`config.mk`:
```
export PLATFORM = sky130hd
export DESIGN_NAME = jk_ff_bank
export DESIGN_NICKNAME = d
export VERILOG_FILES = /design/src/rtl/jk_pkg.sv /design/src/rtl/jk_cell.sv /design/src/rtl/jk_ff_bank.sv
export SDC_FILE = /design/constraint.sdc
export NUM_CORES = 1
export LEC_CHECK = 0
export BUFFER_PORTS_ARGS = -buffer_cell sky130_fd_sc_hd__buf_2
export CELL_PAD_IN_SITES_DETAIL_PLACEMENT = 0
export CELL_PAD_IN_SITES_GLOBAL_PLACEMENT = 1
export CORE_ASPECT_RATIO = 1.4
export CORE_MARGIN = 2
export CORE_UTILIZATION = 38
export CTS_CLUSTER_DIAMETER = 60
export DETAILED_ROUTE_END_ITERATION = 8
export HOLD_SLACK_MARGIN = 0.06
export PLACE_DENSITY_LB_ADDON = 0.1
export SLEW_MARGIN = 20
export SYNTH_ARGS = -nofsm -noshare
export SYNTH_HDL_FRONTEND = slang
export SYNTH_HIERARCHICAL = 1
export SYNTH_SLANG_ARGS = --single-unit
```
`constraint.sdc`:
```
create_clock -name clk -period 2.4 [get_ports clk]
set_input_delay 0.12 -clock clk [delete_from_list [all_inputs] [get_ports clk]]
set_output_delay 0.12 -clock clk [all_outputs]
set_load 0.01 [all_outputs]
```
`src/rtl/jk_pkg.sv`:
```
// Shared types for the JK flip-flop bank: cell mode encoding.
package jk_pkg;

  typedef enum logic [1:0] {
    JK_MODE_JK = 2'b00,
    JK_MODE_SR = 2'b01,
    JK_MODE_T  = 2'b10,
    JK_MODE_D  = 2'b11
  } jk_mode_t;

endpackage

```
`src/rtl/jk_cell.sv`:
```
// One-bit next-state function for a bank cell; purely combinational.
module jk_cell
  import jk_pkg::*;
(
  input  jk_mode_t i_mode,
  input  logic     i_j,
  input  logic     i_k,
  input  logic     i_q,
  output logic     o_q_next,
  output logic     o_sr_viol
);

  always_comb begin
    o_q_next  = i_q;
    o_sr_viol = 1'b0;
    case (i_mode)
      JK_MODE_JK: begin
        case ({i_j, i_k})
          2'b01:   o_q_next = 1'b0;
          2'b10:   o_q_next = 1'b1;
          2'b11:   o_q_next = ~i_q;
          default: o_q_next = i_q;
        endcase
      end
      JK_MODE_SR: begin
        // S=R=1 is illegal: hold the bit and report it upstream
        case ({i_j, i_k})
          2'b01:   o_q_next = 1'b0;
          2'b10:   o_q_next = 1'b1;
          2'b11:   o_sr_viol = 1'b1;
          default: o_q_next = i_q;
        endcase
      end
      JK_MODE_T: o_q_next = i_j ? ~i_q : i_q;
      JK_MODE_D: o_q_next = i_j;
      default:   o_q_next = i_q;
    endcase
  end

endmodule

```
`src/rtl/jk_ff_bank.sv`:
```
// WIDTH-bit edge-triggered JK/SR/T/D register bank with load path,
// change flags, sticky SR-violation flag and saturating change counter.
module jk_ff_bank
  import jk_pkg::*;
#(
  parameter int                 WIDTH     = 8,
  parameter logic [WIDTH-1:0]   RESET_VAL = '0,
  parameter int                 CNT_W     = 8
) (
  input  logic              clk,
  input  logic              rst_n,
  input  logic              en,
  input  logic [1:0]        mode,
  input  logic [WIDTH-1:0]  j,
  input  logic [WIDTH-1:0]  k,
  input  logic              load,
  input  logic [WIDTH-1:0]  load_val,
  input  logic              clr,
  output logic [WIDTH-1:0]  q,
  output logic [WIDTH-1:0]  qn,
  output logic [WIDTH-1:0]  changed,
  output logic              sr_err,
  output logic [CNT_W-1:0]  evt_cnt
);

  localparam logic [CNT_W-1:0] CNT_MAX = {CNT_W{1'b1}};

  logic [WIDTH-1:0] r_q;
  logic [WIDTH-1:0] r_changed;
  logic             r_sr_err;
  logic [CNT_W-1:0] r_evt_cnt;

  logic [WIDTH-1:0] w_cell_next;
  logic [WIDTH-1:0] w_cell_viol;
  logic [WIDTH-1:0] w_q_next;
  logic             w_sr_set;
  jk_mode_t         w_mode;

  assign w_mode = jk_mode_t'(mode);

  for (genvar gi = 0; gi < WIDTH; gi++) begin : g_cell
    jk_cell u_cell (
      .i_mode    (w_mode),
      .i_j       (j[gi]),
      .i_k       (k[gi]),
      .i_q       (r_q[gi]),
      .o_q_next  (w_cell_next[gi]),
      .o_sr_viol (w_cell_viol[gi])
    );
  end

  // Load beats update; a violation only counts when the cells actually update
  always_comb begin
    w_q_next = r_q;
    w_sr_set = 1'b0;
    if (load) begin
      w_q_next = load_val;
    end else if (en) begin
      w_q_next = w_cell_next;
      w_sr_set = |w_cell_viol;
    end
  end

  always_ff @(posedge clk) begin
    if (!rst_n) begin
      r_q       <= RESET_VAL;
      r_changed <= '0;
      r_sr_err  <= 1'b0;
      r_evt_cnt <= '0;
    end else begin
      r_q       <= w_q_next;
      r_changed <= w_q_next ^ r_q;
      if (clr) begin
        r_sr_err  <= 1'b0;
        r_evt_cnt <= '0;
      end else begin
        if (w_sr_set)
          r_sr_err <= 1'b1;
        if ((w_q_next != r_q) && (r_evt_cnt != CNT_MAX))
          r_evt_cnt <= r_evt_cnt + 1'b1;
      end
    end
  end

  assign q       = r_q;
  assign qn      = ~r_q;
  assign changed = r_changed;
  assign sr_err  = r_sr_err;
  assign evt_cnt = r_evt_cnt;

endmodule
```
Word-level counts from Yosys, hierarchy flattened. Index checks and enable logic that the tools add are counted.

Flip-flop bits (word level): 25. Word-level logic and storage cells: 101. Output and inout port bits: 33.

Mux-type cells: 52. Bitwise operators: 11. Equality and inequality tests: 29. Reduce and logical (&&, ||, !) cells: 4. $add $sub $neg: 1.

Operator list (count): $eq A2 B2 Y1 const B (18); $pmux W1 S4 (8); $mux W1 (26); $pmux W1 S3 (8); $eq A2 B1 Y1 const B (9); $mux W8 (2); $pmux W1 S2 (8); $not A1 Y1 (9); $add A8 B1 Y8 const B (1); $ne A8 B8 Y1 (1); $ne A8 B8 Y1 const B (1); $not A8 Y8 (1); $reduce_or A8 Y1 (1); $xor A8 B8 Y8 (1); $logic_not A2 Y1 (1); $reduce_or A2 Y1 (1); $logic_and A1 B1 Y1 (1).

Depth between registers and ports, before layout. Gate-level depths: netlist of run 1.

Word-level depth: 7. Gate-level depth with buffers: 12. Gate-level depth less buffers: 11.

By module. The synthesis of run 1 kept the hierarchy.

By module, submodules not included: jk_ff_bank (instances 1, area each 1362.6 µm², cells each 157); jk_cell (instances 8, area each 96.3 µm², cells each 12).

Least setup slack after synthesis of run 1. OpenSTA, ideal clock, no wires.

Path type: register to register. From: reg r_q[4] (netlist: q[4]). To: reg r_evt_cnt[6] (netlist: evt_cnt[6]). Required time: 2.321 ns. Arrival time: 2.219 ns. Buffers on the path: 1. Clock period less this slack: 2.299 ns. Path slack: 0.101 ns. Stages on the path, launching flop included: 11. Library setup time: 0.079 ns. Cells stage by stage: dfxtp_1 > mux2i_1 > a311o_1 > a21oi_2 > xor2_1 > a22oi_1 > nand4_1 > or2_1 > buf_6 > and4b_1 > a211oi_2.

Cells in the longest elaborated chain, start to end: 7. Elaborated cells on any way between the ends: 9.

RTL lines: from (decl) (RTL line jk_ff_bank.sv:28) `logic [WIDTH-1:0] r_q;`; from (signal assigned) (RTL line jk_ff_bank.sv:71) `r_q <= w_q_next;`; $not A1 Y1 (RTL line jk_cell.sv:21, jk_cell.sv:34); $pmux W1 S3 / $mux W1 (equally long branches) (RTL line jk_cell.sv:18, jk_cell.sv:34); $pmux W1 S4 * (RTL line jk_cell.sv:16) `case (i_mode)`; net w_cell_next[4] (RTL line jk_ff_bank.sv:33) `logic [WIDTH-1:0] w_cell_next;`; $mux W8 * (RTL line jk_ff_bank.sv:58) `end else if (en) begin`; $mux W8 * (RTL line jk_ff_bank.sv:56) `if (load) begin`; $ne A8 B8 Y1 * (RTL line jk_ff_bank.sv:79) `if ((w_q_next != r_q) && (r_evt_cnt != CNT_MAX))`; $logic_and A1 B1 Y1 * (RTL line jk_ff_bank.sv:79); to (signal assigned) (RTL line jk_ff_bank.sv:80) `r_evt_cnt <= r_evt_cnt + 1'b1;`; to (decl) (RTL line jk_ff_bank.sv:31) `logic [CNT_W-1:0] r_evt_cnt;`.

Mark *: on every way through the listed nets, which the timed path passes. The rest lies on a longest branch. A chain may end at the register's enable or synchronous reset.

Worst setup path after layout of run 1. Same ends and word-level chain as after synthesis.

==> results.cfg, run 1 <==
[run_status]
status = completed

[final_layout]
drive_gt1_frac = 0.3799
nFillCells = 567
antennaDiodeCount = 0
final_common_cell = buf_2
syn_to_final_growth_pct = 37.01
finalNonFillerCells = 426
utilization = 0.5328
nets = 407
most-common-layout-cells = buf_2, buf_4, inv_1

[floorplanning]
die_area_um2 = 6238
start_util = 0.3889
fp-row-count = 32
die_w_um = 67.33
coreArea_um2 = 5485
die_h_um = 92.66
io_pins = 64

[drt]
viasPerCell = 4.918
drc = 0
drt_first_pass_iters = 4
wl_per_cell_um = 12.43
dr_total_vias = 2095
drt_iter0_drc = 55
ant_nets = 0
drt_wl_total_mm = 5.296

[pwr]
switching_share = 0.3194
p_int_mw = 0.7788
comb_power_share = 0.374
p_leak_nw = 1.533
p_seq_frac = 0.403
pwr-share-clk = 0.223
peakVddDrop_v = 0.0002145
power_mw = 1.144
power.density_nw_per_um2 = 391.5
switching_power_mw = 0.3654

[yosys]
ys_async_sr_fraction = 0
synth_top_area_share = 0.2346
synth_edf_count = 0
synth_area_per_cell_um2 = 8.432
syn_area_um2 = 2133
ys.flop_type = dfxtp_1
yosys_register_bits = 25
synth.area.top_cells = dfxtp_1, mux2i_1, ha_1, xor2_1, inv_1
syn-num-nets = 301
synth_largest_area_cell = dfxtp_1
ys_warn_count = 6
post_synth_num_cell_types = 40
ys_seq_area_frac = 0.2346
netlist_instances = 253

[worst_setup_path]
crit_type = reg2reg
arrival_ps = 2490
cp-end-kind = flop
r2r-start = q[4]
r2r.worst_path.cells = 9
path_max_fanout = 9
cp.required_ps = 2600
cp-start-kind = flop
reg2reg_slack_ps = 110
reg2reg_to = evt_cnt[6]

[hold_path]
min_from = load_val[5]
hp-class = in2reg
min_path_cells = 4
holdPathEnd = q[5]

[timing]
post-route-period-util = 0.9542
setup_viol = 0
layout_min_cycle_time_ps = 2290
max_clock_freq_ghz = 0.4367
hold_violations = 0
grt_setup_unrepaired = no
max_slew_margin = 0.7244
drv_slew = 0
skew_ps = 2.659
tightest_slew_ps = 411.6

[run]
maxCapViolCount = 0

[placed_design]
hpwl_mm = 4.196
io_buffers = 63
routabilityCongestion = 0.8000
dp_cells = 422

[clocking]
h-tree-depth = 1
clockRootBuffer = clkbuf_8
cts_tree = yes
post_cts_buffers = 0
clkLatencyLatePin_ps = 270
ctsHoldBuffers = 0
numCtsBuffers = 3
cts_buffer_depth = 2
clk_pin_slew_ps = 90
cts_sinks = 25

[global_routing]
grt_pass1_vias = 1895
grt_pass1_wl_mm = 8.514
grt.total_usage = 0.1752
antenna_found_initial = 0
overflow = 0
grt_max_degree = 28
-- kinds of logic (layout without fill, tap and decap cells) --
kind of cell | Yosys count | count (layout) | share of synthesized area
DFF | 25 | 25 | 0.2346
muxes | 24 | 24 | 0.1126
buffers and inverters | 33 | 138 | 0.06979
AOI/OAI and AO/OA | 45 | 45 | 0.1607
and+or+nand+nor | 93 | 93 | 0.2569
adders and majority gates | 17 | 17 | 0.09970
xor gates and xnor gates | 16 | 16 | 0.06569
-- cells in the mapped netlist, types with 3 or more instances --
master / number
a22oi_1: 7
nor3_1: 9
ha_1: 17
a311o_1: 8
nand2_1: 24
nand4_1: 3
nor2_1: 8
nand3_1: 3
inv_1: 25
a21oi_1: 4
a21oi_2: 8
and2b_1: 7
xor2_1: 16
mux2i_1: 24
o21ai_0: 10
nor4bb_1: 8
dfxtp_1: 25
and3_1: 8
clkbuf_1: 3
and2_1: 9
buf_6: 3
-- power by group through the flow --
stage	registers, mW	clock network (mW)	logic [mW]
floorplan	0.486	0	0.207
global placement	0.469	0	0.419
detailed placement	0.469	0	0.422
CTS	0.460	0.271	0.430
global route	0.466	0.286	0.476
finish	0.461	0.255	0.428
-- critical path, cell delays in order (launching register included) --
cell and delay (ps):
dfxtp_1 420, mux2i_1 100, a311o_1 360, a21oi_2 160, xor2_1 80, a22oi_1 220
nand4_1 160, or2_4 320, and4b_1 200, a211oi_2 190
-- through the flow --
stage               setup slack [ps]  area (um2)  hold slack (ps)  setup TNS, ps
floorplan                      101.3        2133            245.2              0
global placement              -219.8        2836            464.4         -990.6
detailed placement            -238.6        2836            470.1          -1083
CTS                            5.337        2898            174.3              0
global route                   1.265        2923            198.9              0
finish                         109.8        2923            186.0              0
-- per-layer routing --
layer	up-vias	share of wire	track usage
li1	1112	-	-
met1	939	0.45	0.2148
met2	40	0.50	0.3094
met3	4	0.036	0.01944
met4	0	0.010	0.05782
met5	-	0	0
-- sequential cells by signal (all words and copies together), names as in the netlist --
signal	flops
changed	8
sr_err	1
q	8
evt_cnt	8
-- final cells by class --
type,instances,area (um2),share of cell area
clock buffer,3,41.29,0.01413
sequential,25,508.0,0.1738
inverter,25,93.84,0.03211
timing repair buffer,109,675.6,0.2312
clock inverter,1,5.005,0.001712
tap,68,85.08,0.02911
multi-input combinational,195,1514,0.5180
-- how the worst max path moves through the flow --
stage / start / end / slack, ps / cells after the start
after floorplan: q[4] / evt_cnt[6] / 100 / 10
after global placement: mode[0] / evt_cnt[6] / -220 / 11
after detailed placement: mode[0] / evt_cnt[6] / -240 / 11
after CTS: q[6] / evt_cnt[1] / 5 / 9
after global routing: q[0] / evt_cnt[6] / 1 / 9
final: q[4] / evt_cnt[6] / 110 / 9
-- what timing repair did --
| item | 4_1_cts | 5_1_grt |
|---|---|---|
| gates resized for setup | 3 | 10 |
| endpoints found under the hold margin | 0 | 0 |
| cloned | 0 | 0 |
| setup endpoints to repair | 1 | 8 |
No activity file was read; power rests on OpenSTA's default activity.
==> run 2, diff against run 1 <==
--- a/config.mk
+++ b/config.mk
@@ -15,6 +15,7 @@
 export DETAILED_ROUTE_END_ITERATION = 8
 export HOLD_SLACK_MARGIN = 0.06
 export PLACE_DENSITY_LB_ADDON = 0.1
+export SETUP_SLACK_MARGIN = 0.2
 export SLEW_MARGIN = 20
 export SYNTH_ARGS = -nofsm -noshare
 export SYNTH_HDL_FRONTEND = slang
==> run 2 against run 1 <==
Effect of this change:
- worst setup slack better by 46 ps
- critical path type unchanged
- worst hold slack worse by 1.6 ps
- sequential power about the same
- count of clock-buffer cells in the layout up 1
- maximum frequency up 2.1%
- register-to-register slack better by 50 ps
- flip-flop and latch count unchanged
- first-iteration DRC count up 3.6%
- clock skew up 1.8 ps
==> results.cfg, run 2 (same netlist as run 1, synthesis figures left out) <==
[floorplanning]
die_w_um = 67.33
fp-row-count = 32
die_area_um2 = 6238
coreArea_um2 = 5485
io_pins = 64
start_util = 0.3889
die_h_um = 92.66

[global_routing]
overflow = 0
grt_most_used_layer = met2
grt_pass1_wl_mm = 8.549
use_met3 = 0.01823
grt_pass1_vias = 1894
grtUsageMet1 = 0.2138
grtUsageMet2 = 0.3078
grt.total_usage = 0.1712
grt_max_degree = 28
antenna_found_initial = 0

[final_layout]
final_area_um2 = 2907
final_common_cell = buf_2
antennaDiodeCount = 0
nFillCells = 538
most-common-layout-cells = buf_2, buf_4, inv_1
finalNonFillerCells = 419
drive_gt1_frac = 0.3789
syn_to_final_growth_pct = 36.25
nets = 400

[drt]
dr_total_vias = 2141
drc = 0
wl_per_cell_um = 12.79
viasPerCell = 5.110
drt_first_pass_iters = 4
drt_iter0_drc = 57
drt_wl_total_mm = 5.359
ant_nets = 0

[run]
maxCapViolCount = 0

[pwr]
peakVddDrop_v = 0.0001939
switching_power_mw = 0.3562
comb_power_share = 0.374
pwr-share-clk = 0.216
switching_share = 0.3149
p_int_mw = 0.7748
p_seq_frac = 0.410
power.density_nw_per_um2 = 389.1
p_leak_nw = 1.503
power_mw = 1.131

[timing]
skew_ps = 4.416
layout_min_cycle_time_ps = 2244
finalSetupTns_ps = 0
setup_viol = 0
drv_slew = 0
max_clock_freq_ghz = 0.4457
tightest_slew_ps = 573.3
grt_setup_unrepaired = yes
whs_ps = 184.4
hold_violations = 0
post-route-period-util = 0.9349
max_slew_margin = 0.6178

[worst_setup_path]
cp-end-kind = flop
cp-start-kind = flop
reg2reg_slack_ps = 160
cpLargestDelayFamily = compound AO/OA/AOI/OAI gates
slowest_stage = dfxtp_4
worst-path-buf-inv = 0
arrival_ps = 2430
max_stage_delay_ps = 380
path_max_fanout = 9
crit_type = reg2reg
cp.required_ps = 2580
crit_path_cell_trace = nor4bb_1, a311o_1, a21oi_2, xor2_1, a22oi_1, nand4b_1, or2_4, and4b_1, a211oi_2

[clocking]
cts_tree = yes
clkLatencyLatePin_ps = 260
cts_sinks = 25
h-tree-depth = 1
cts_buffer_depth = 2
numCtsBuffers = 3
ctsHoldBuffers = 0
clockRootBuffer = clkbuf_8
clk_pin_slew_ps = 90

[placed_design]
io_buffers = 63
hpwl_mm = 4.126
place_area_um2 = 2751
dp_cells = 411
routabilityCongestion = 0.7919

[run_status]
status = completed

[hold_path]
hp-class = in2reg
## run 2: tightest hold or removal path, stage by stage
cell     delay, ps
buf_2           90
nand2_1         40
o21ai_0         50
and2_1         110
## run 2: path summary, 6_finish.rpt
| check | to | cells after the start | startpoint |
|---|---|---|---|
| max | evt_cnt[6] | 9 | q[7] |
| min | q[2] | 4 | load_val[2] |
| max reg2reg | evt_cnt[6] | 9 | q[7] |
| min reg2reg | sr_err | 2 | sr_err |
## run 2: through the flow
stage | utilization | worst slack [ps]
floorplan | - | 220.0
global placement | 0.5016 | -111.2
finish | 0.5299 | 156.3
detailed placement | 0.5016 | -165.9
global route | 0.5299 | 27.56
CTS | 0.5164 | 155.6
## run 2: layout make-up
cell class / instances / area, um2 / area share
multi-input cells: 196 / 1559 / 0.5364
repair buffers: 101 / 600.6 / 0.2066
inverters: 25 / 93.84 / 0.03229
well taps: 68 / 85.08 / 0.02927
flip-flops and latches: 25 / 523.0 / 0.1799
clock buffers: 4 / 45.04 / 0.01550
## run 2: power by group through the flow
| stage | registers [mW] | clock network, mW | logic [mW] |
|---|---|---|---|
| floorplan | 0.488 | 0 | 0.207 |
| global placement | 0.476 | 0 | 0.395 |
| detailed placement | 0.476 | 0 | 0.399 |
| CTS | 0.465 | 0.253 | 0.408 |
| global route | 0.467 | 0.268 | 0.468 |
| finish | 0.463 | 0.245 | 0.423 |
## run 2: what timing repair did
item	CTS	global route
pin swaps	0	6
buffers inserted	0	3
resized for setup	9	9
cloned	0	1
setup endpoints to repair	8	8
## run 2: layer usage
| metal | vias to the layer above | wire length [um] | share of wire |
|---|---|---|---|
| met1 | 986 | 2389 | 0.45 |
| met4 | 0 | 37 | 0.0069 |
| met5 | - | 0 | 0 |
| li1 | 1098 | - | - |
| met2 | 52 | 2706 | 0.50 |
| met3 | 5 | 225 | 0.042 |
